[src/rtl/usb_tx_sched.sv]
// USB transmit scheduler: arbitrates handshake/token/data requests and serialises
// SYNC, info bits, EOP and inter-packet gap toward the NRZI encoder.
module usb_tx_sched #(
    parameter int EOP_CYC = 2,
    parameter int GAP_CYC = 2
) (
    input  logic        clk,
    input  logic        rst,
    input  logic        hs_req,
    input  logic [7:0]  hs_bits,
    input  logic        tok_req,
    input  logic [23:0] tok_bits,
    input  logic        data_req,
    input  logic [87:0] data_bits,
    output logic        bstr_out,
    output logic [1:0]  bstr_out_ready,
    output logic        eop,
    output logic        busy,
    output logic        hs_ack,
    output logic        tok_ack,
    output logic        data_ack
);

    typedef enum logic [2:0] {
        S_IDLE = 3'd0,
        S_SYNC = 3'd1,
        S_INFO = 3'd2,
        S_EOP  = 3'd3,
        S_GAP  = 3'd4
    } state_t;

    localparam logic [1:0] TYP_NONE = 2'b00;
    localparam logic [1:0] TYP_TOK  = 2'b01;
    localparam logic [1:0] TYP_DATA = 2'b10;
    localparam logic [1:0] TYP_HS   = 2'b11;

    localparam logic [6:0] SYNC_LAST = 7'd7;
    localparam logic [6:0] EOP_LAST  = 7'(EOP_CYC - 1);
    localparam logic [6:0] GAP_LAST  = 7'(GAP_CYC - 1);

    state_t      state, state_n;
    logic [6:0]  cnt, cnt_n;
    logic [87:0] vec, vec_n;
    logic [1:0]  typ, typ_n;
    logic [6:0]  info_last;

    logic        bstr_n;
    logic [1:0]  ready_n;
    logic        eop_n, busy_n, hs_ack_n, tok_ack_n, data_ack_n;

    always_comb begin
        case (typ)
            TYP_HS:   info_last = 7'd7;
            TYP_TOK:  info_last = 7'd23;
            default:  info_last = 7'd87;
        endcase
    end

    // Next-state logic; outputs are derived from the next state so that the
    // registered outputs line up with the registered state in the same cycle.
    always_comb begin
        state_n = state;
        cnt_n   = 7'(cnt + 7'd1);
        vec_n   = vec;
        typ_n   = typ;
        case (state)
            S_IDLE: begin
                cnt_n = 7'd0;
                if (hs_req) begin
                    state_n = S_SYNC;
                    typ_n   = TYP_HS;
                    vec_n   = {80'd0, hs_bits};
                end else if (tok_req) begin
                    state_n = S_SYNC;
                    typ_n   = TYP_TOK;
                    vec_n   = {64'd0, tok_bits};
                end else if (data_req) begin
                    state_n = S_SYNC;
                    typ_n   = TYP_DATA;
                    vec_n   = data_bits;
                end
            end
            S_SYNC: begin
                if (cnt == SYNC_LAST) begin
                    state_n = S_INFO;
                    cnt_n   = 7'd0;
                end
            end
            S_INFO: begin
                if (cnt == info_last) begin
                    state_n = S_EOP;
                    cnt_n   = 7'd0;
                end
            end
            S_EOP: begin
                if (cnt == EOP_LAST) begin
                    state_n = S_GAP;
                    cnt_n   = 7'd0;
                end
            end
            S_GAP: begin
                if (cnt == GAP_LAST) begin
                    state_n = S_IDLE;
                    cnt_n   = 7'd0;
                end
            end
            default: begin
                state_n = S_IDLE;
                cnt_n   = 7'd0;
            end
        endcase
    end

    always_comb begin
        bstr_n     = 1'b0;
        ready_n    = TYP_NONE;
        eop_n      = 1'b0;
        busy_n     = (state_n != S_IDLE);
        hs_ack_n   = 1'b0;
        tok_ack_n  = 1'b0;
        data_ack_n = 1'b0;
        case (state_n)
            S_SYNC: begin
                bstr_n  = (cnt_n == SYNC_LAST);
                ready_n = typ_n;
            end
            S_INFO: begin
                bstr_n  = vec_n[cnt_n];
                ready_n = typ_n;
            end
            S_EOP: eop_n = 1'b1;
            S_GAP: begin
                // Ack only on the EOP->GAP transition, i.e. the first gap cycle.
                if (state == S_EOP) begin
                    hs_ack_n   = (typ_n == TYP_HS);
                    tok_ack_n  = (typ_n == TYP_TOK);
                    data_ack_n = (typ_n == TYP_DATA);
                end
            end
            default: ;
        endcase
    end

    always_ff @(posedge clk) begin
        if (rst) begin
            state          <= S_IDLE;
            cnt            <= 7'd0;
            vec            <= 88'd0;
            typ            <= TYP_NONE;
            bstr_out       <= 1'b0;
            bstr_out_ready <= TYP_NONE;
            eop            <= 1'b0;
            busy           <= 1'b0;
            hs_ack         <= 1'b0;
            tok_ack        <= 1'b0;
            data_ack       <= 1'b0;
        end else begin
            state          <= state_n;
            cnt            <= cnt_n;
            vec            <= vec_n;
            typ            <= typ_n;
            bstr_out       <= bstr_n;
            bstr_out_ready <= ready_n;
            eop            <= eop_n;
            busy           <= busy_n;
            hs_ack         <= hs_ack_n;
            tok_ack        <= tok_ack_n;
            data_ack       <= data_ack_n;
        end
    end

endmodule

[config.mk]
export PLATFORM = sky130hd
export DESIGN_NAME = usb_tx_sched
export DESIGN_NICKNAME = d
export VERILOG_FILES = /design/src/rtl/usb_tx_sched.sv
export SDC_FILE = /design/constraint.sdc
export NUM_CORES = 1
export LEC_CHECK = 0
export CAP_MARGIN = 5
export CORE_MARGIN = 10
export CORE_UTILIZATION = 40
export DETAILED_ROUTE_END_ITERATION = 12
export GPL_ROUTABILITY_DRIVEN = 0
export PLACE_DENSITY = 0.66
export SETUP_SLACK_MARGIN = 0.3
export SLEW_MARGIN = 20
export SYNTH_ARGS = -nofsm -noshare
export SYNTH_HDL_FRONTEND = slang
export SYNTH_SLANG_ARGS = --single-unit
export TNS_END_PERCENT = 50
[constraint.sdc]
create_clock -name clk -period 3.41 [get_ports clk]
set_input_delay 0.341 -clock clk [delete_from_list [all_inputs] [get_ports clk]]
set_output_delay 0.341 -clock clk [all_outputs]
set_load 0.01 [all_outputs]
* After elaboration in Yosys (flattened, before gate mapping)
Index checks and enable logic that the tools add are counted.
W data, S select, Z words.
** Storage, ports and cells
- Logic and storage cells :: 64
- Output and inout port bits :: 8
- Register bits :: 108
- Bits of input ports :: 125
** Cells by class
- $lt $le $gt $ge :: 1
- Reduce and logical (&&, ||, !) cells :: 6
- Muxes and demuxes :: 25
- Add/sub/neg operators :: 1
- Bitwise operators :: 3
- Equal/unequal tests :: 17
** Operators by type and width (number)
- $mux W88 :: 4
- $mux W3 :: 7
- $mux W7 :: 3
- $pmux W7 S3 :: 1
- $pmux W3 S5 :: 1
- $eq A7 B3 Y1 const B :: 2
- $pmux W7 S2 :: 1
- $eq A3 B2 Y1 const B :: 4
- $lt A7 B8 Y1 const B :: 1
- $mux W2 :: 4
- $add A7 B1 Y7 const B :: 1
- $bmux W1 S7 :: 1
- $eq A7 B1 Y1 const B :: 1
- $eq A7 B7 Y1 :: 1
- $eq A2 B2 Y1 const B :: 3
- $eq A3 B1 Y1 const B :: 2
- $eq A3 B3 Y1 const B :: 2
- $reduce_or A2 Y1 :: 3
- $eq A2 B1 Y1 const B :: 2
- $logic_not A3 Y1 :: 1
- $not A1 Y1 :: 3
- $reduce_bool A3 Y1 :: 1
- $reduce_or A3 Y1 :: 1
- $mux W1 :: 2
- $pmux W1 S2 :: 1

* Logic depth before layout (Yosys ltp)
- Depth after elaboration :: 9
- Depth in mapped cells :: 13
- Mapped depth without buffers :: 11

* Worst setup path before layout
Ideal clock, no wire load.
- Path kind :: register -> register
- Start :: register cnt[0]
- End :: register bstr_out
- Arrival time :: 2909 ps
- Setup slack :: 378 ps
- Library setup time :: 123 ps
- Clock period less this slack :: 3032 ps
- Buffers on the path :: 1
- Cell stages (with the launch flop) :: 12
- Required time :: 3287 ps
- Cell sequence :: dfxtp_1 -> ha_1 -> nand2_1 -> or3_1 -> o21a_1 -> clkbuf_1 -> o31ai_4 -> a211oi_1 -> or4_1 -> a311o_1 -> o311ai_1 -> o21ai_1
** On the way
- Word-level cells in the longest chain between the ends :: 6
- Elaborated cells between the ends (all ways) :: 19
- Classes of those cells :: add/sub: 1; eq/ne: 6; mux: 12
** Ends and longest elaborated chain
- start, declared :: RTL line 42 : logic [6:0] cnt, cnt_n;
- start signal, assigned :: RTL line 159 : cnt <= cnt_n;
- $add A7 B1 Y7, or another cell as far along :: RTL line 63 : cnt_n = 7'(cnt + 7'd1);
- $mux W7 (on tied branches)
- $pmux W7 S3 :: RTL line 66 : case (state)
- $bmux W1 S7 :: RTL line 128 : bstr_n = vec_n[cnt_n];
- $mux W1 (implied by the code) :: RTL line 128
- $pmux W1 S2 (*) :: RTL line 122 : case (state_n)
- end signal, assigned :: RTL line 162 : bstr_out <= bstr_n;
- end, declared :: RTL line 15 : output logic bstr_out,
Every way passes the cells marked *; elsewhere a longest branch is shown, timed or not. The select of a mux whose other input is x is not followed.
A chain may end at the register's enable or synchronous reset.

* Worst setup path after layout
- Start :: register cnt[5]
- End :: register bstr_out
Same word-level chain as after synthesis.

==> out/qor_table.md <==
| Step | Quantity | Reported |
|:---|:---|:---|
| synthesis | Cell Area, Synth | 0.00576 mm2 |
| synthesis | Dominant combinational cell family by area after synthesis | compound AO/OA/AOI/OAI gates |
| setup path | Worst flop-to-flop path endpoint | bstr_out |
| synthesis | Share of Yosys cell area claimed by the top area cell type | 37.6% |
| setup path | Slowest stage cell, crit path | or4_4 |
| synthesis | Number of flops mapped to enable cells by yosys | 0 |
| run | Max-capacitance violation count | 0 |
| clock network | Hold-fix buffers, CTS | 0 |
| sta | Portion of the clock cycle consumed by the worst path in the final layout | 87.3% |
| routing | Detailed-route wire length per cell | 18.0 um |
| setup path | Reg2Reg Setup Slack | 430 ps |
| grt | Overall Global Routing Usage | 19.0% |
| sta | Final count of negative-setup-slack endpoints | 0 |
| floorplanning | I/O Pins | 133 |
| layout | Fill count | 1314 |
| outcome | Result of the run | finished clean |
| clock network | Clock tree from TritonCTS | yes |
| synthesis | Cells after synthesis | 755 |
| clock network | Clock transition at the registers of the reported paths | 70 ps |
| setup path | Reg-to-Reg Start | cnt[5] |
| worst hold path | Hold Crit Depth | 2 |
| setup path | Ordered list of cells on the worst path | or4_4, buf_4, nor3_1, o31ai_1, and2_1, or4_1, a311o_1, o311ai_2, o21ai_1 |
| clock network | Number of CTS-inserted buffers | 9 |
| routing | Via total after detailed routing | 5962 |
| routing | ANT nets after route | 0 |
| clock network | Number of clock sinks | 108 |
| layout | Final standard cell count with taps included and fillers excluded | 1068 |
| clock network | H-tree levels | 3 |
| layout | Final net count | 1010 |
| synthesis | Nets in the synthesized netlist | 882 |
| grt | Wire length of the first global-routing pass | 30900 um |
| worst hold path | Worst hold-check path type | reg -> reg |
| setup path | Type of the worst setup path | reg -> reg |
| power and ir drop | Pwr Density | 380 mW/mm2 |
| synthesis | Most area-consuming cells after synthesis | dfxtp_1, nand2_1, a21oi_1, mux2i_1, nor2_1 |
| setup path | Startpoint types | flop |
| synthesis | Cell taking the most area after synthesis | dfxtp_1 |
| synthesis | Adder-cell area share of the yosys netlist | 0.435% |
| setup path | Crit path capture type | flop |
| synthesis | Yosys warnings | 0 |
| synthesis | Fraction of the yosys area taken by sequential cells | 37.6% |
| floorplanning | Site Rows | 43 |
| synthesis | Most frequently used flop master after synthesis | dfxtp_1 |
| synthesis | Fraction of synthesized area in multiplexers | 8.09% |
| clock network | Clock network latency to the later pin of the worst-skew pair | 350 ps |
| placement | Placed wire-length estimate | 14400 um |
| synthesis | Post-synthesis async set-or-reset flop share | 0% |
| power and ir drop | Highest ir drop seen on vdd | 0.214 mV |
| sta | Tightest Pin Transition | 663 ps |
| grt | Via count of the first global-routing pass | 5905 |
| synthesis | Synth unique cells | 64 |
| clock network | Clock root buffer master | clkbuf_16 |
| setup path | Cells on worst reg2reg path | 9 |
| synthesis | Flip-flop and latch count after synthesis | 108 |
| grt | Number of antenna violations at the first check in global routing | 0 |
| grt | Pin count of the biggest net entering global routing | 40 |
| floorplanning | Die Ht | 140 um |
| placement | PortBufs | 132 |
| routing | Average via count per standard cell | 5.58 |
| placement | Placed Instances | 1045 |
| sta | Count of final max-slew check failures | 0 |
| sta | Worst-case clock skew | 6.72 ps |
| sta | Final sum of negative setup slack | 0 ps |
| sta | Final critical-path required period | 2980 ps |
| grt | Overflow left after global routing | 0 |
| sta | Slew margin rel. | 55.5% |
| layout | Fraction of final layout cells with drive strength greater than 1 | 9.91% |
| floorplanning | Die outline area | 0.0196 mm2 |
| synthesis | Compound-Gate Fraction of Synth Area | 24.8% |
| setup path | Largest fanout on the critical path | 7 |
| power and ir drop | Cell leakage power | 2.86 nW |
| synthesis | Post-synthesis average cell area | 7.62 um2 |
| sta | Unrepaired setup endpoints after global routing | false |
| clock network | Buffers from clock root to sink, at most | 2 |
| routing | Initial drt markers | 568 |
| setup path | Required time worst endpoint | 3650 ps |
| sta | Maximum achievable frequency | 0.336 GHz |
| synthesis | Simple-gate share of the synthesized area | 23.7% |
| worst hold path | Worst Hold Endpoint | vec[79] |
| setup path | Arrival time worst endpoint | 3220 ps |
| sta | Final hold violations | 0 |
| routing | Routed wire length | 19300 um |
| floorplanning | Horizontal die dimension | 140 um |
| worst hold path | Worst min-delay path startpoint | vec[79] |
| routing | DR pass1 iterations | 5 |
| synthesis | Fraction of synthesized cell area in xor and xnor cells | 0.913% |
| floorplanning | Standard cell core area | 0.0140 mm2 |
| layout | Area delta synth->final | 34.8% |
| routing | # DRC | 0 |
| floorplanning | Initial core utilization | 41.1% |
| layout | Antenna diode count | 0 |
| setup path | Slowest cell delay on critical path | 610 ps |
kinds of logic after synthesis:
kind of cell,Yosys count
compound gates,216
xor+xnor,6
mux,43
simple gates,312
fa+ha+maj,2
flops,108
buf+inv,68
Yosys cell counts, types with 4 or more instances:
| library cell | n |
|---|---|
| a211oi_1 | 8 |
| nor4_1 | 4 |
| dfxtp_1 | 108 |
| buf_1 | 11 |
| nand4_1 | 7 |
| a31oi_1 | 6 |
| buf_2 | 6 |
| o21ai_0 | 31 |
| o211ai_1 | 8 |
| o22ai_1 | 4 |
| a22oi_1 | 15 |
| o21a_1 | 4 |
| a221oi_1 | 6 |
| nand2_1 | 162 |
| o32ai_1 | 4 |
| o21ai_1 | 4 |
| mux2_2 | 7 |
| o31a_1 | 4 |
| or3_1 | 6 |
| nor3_1 | 15 |
| mux2i_1 | 33 |
| a21oi_1 | 83 |
| nor2_1 | 67 |
| inv_1 | 8 |
| nor2b_1 | 16 |
| nand3_1 | 10 |
| nand3b_1 | 4 |
| clkbuf_1 | 43 |
| nand2b_1 | 9 |
| o311ai_0 | 4 |
| and2_1 | 5 |
metrics by stage:
stage	setup slack (ps)	hold WS [ps]	power, mW	util (%)	cell area (um2)
detailed placement	225	446	1.96	52.7	7370
global route	297	473	3.08	55.5	7760
global placement	287	441	1.96	52.7	7370
CTS	339	456	2.96	54.8	7660
floorplan	378	431	1.68	-	5760
finish	432	459	2.95	55.5	7760
cell usage in the layout (no fill, tap or decap), types with 10 or more instances in the layout:
cell               n
nor2b_1           16
nor3_1            15
nor2_1            67
dfxtp_1          105
nand3_1           10
o21ai_0           31
a22oi_1           15
buf_4             42
a21oi_1           83
nand2_1          161
clkdlybuf4s50_1  132
mux2i_1           33
what timing repair did:
| action | 4_1_cts | 5_1_grt |
|---|---|---|
| pin swaps | 0 | 7 |
| resized for setup | 2 | 12 |
| buffers inserted | 0 | 7 |
| endpoints found under the setup margin | 1 | 1 |
final cells by class:
cell class	count	area (um2)	share of cell area (%)
flip-flops and latches	108	2170	27.9
repair buffers	177	1680	21.6
clock inverters	3	21.3	0.274
inverters	8	30.0	0.387
well taps	180	225	2.90
multi-input cells	579	3380	43.5
clock buffers	13	260	3.35
worst max path at each step:
stage / startpoint / to / slack (ps) / depth (start not counted)
global placement: cnt[3] / bstr_out / 290 / 9
global route: cnt[5] / bstr_out / 300 / 10
finish: cnt[5] / bstr_out / 430 / 9
CTS: cnt[3] / bstr_out / 340 / 9
floorplan: cnt[0] / bstr_out / 380 / 11
detailed placement: cnt[3] / bstr_out / 220 / 9
critical path: cells and delay by family, from the launching register on:
| kind | cells | cell delay (ps) |
|---|---|---|
| DFF | 1 | 350 |
| buffers and inverters | 1 | 170 |
| AOI/OAI and AO/OA | 4 | 820 |
| and+or+nand+nor | 4 | 1530 |
power breakdown:
group | internal (mW) | switching [mW] | total [mW]
clock network | 0.536 | 0.462 | 0.999
logic | 0.294 | 0.311 | 0.606
registers | 1.31 | 0.0304 | 1.34
state kept, by name (all words and copies together) (netlist names):
register	flops
bstr_out_ready	2
data_ack	1
hs_ack	1
bstr_out	1
state	3
vec	88
tok_ack	1
typ	2
cnt	7
busy	1
eop	1
routing by layer:
metal / track usage, % / part of all wire (%) / vias up
met4: 8.48 / 3.0 / 0
li1: - / - / 2933
met2: 29.0 / 44 / 241
met1: 24.8 / 46 / 2748
met3: 4.33 / 7.0 / 40
met5: 0 / 0 / -
No activity file was read; power rests on OpenSTA's default activity.
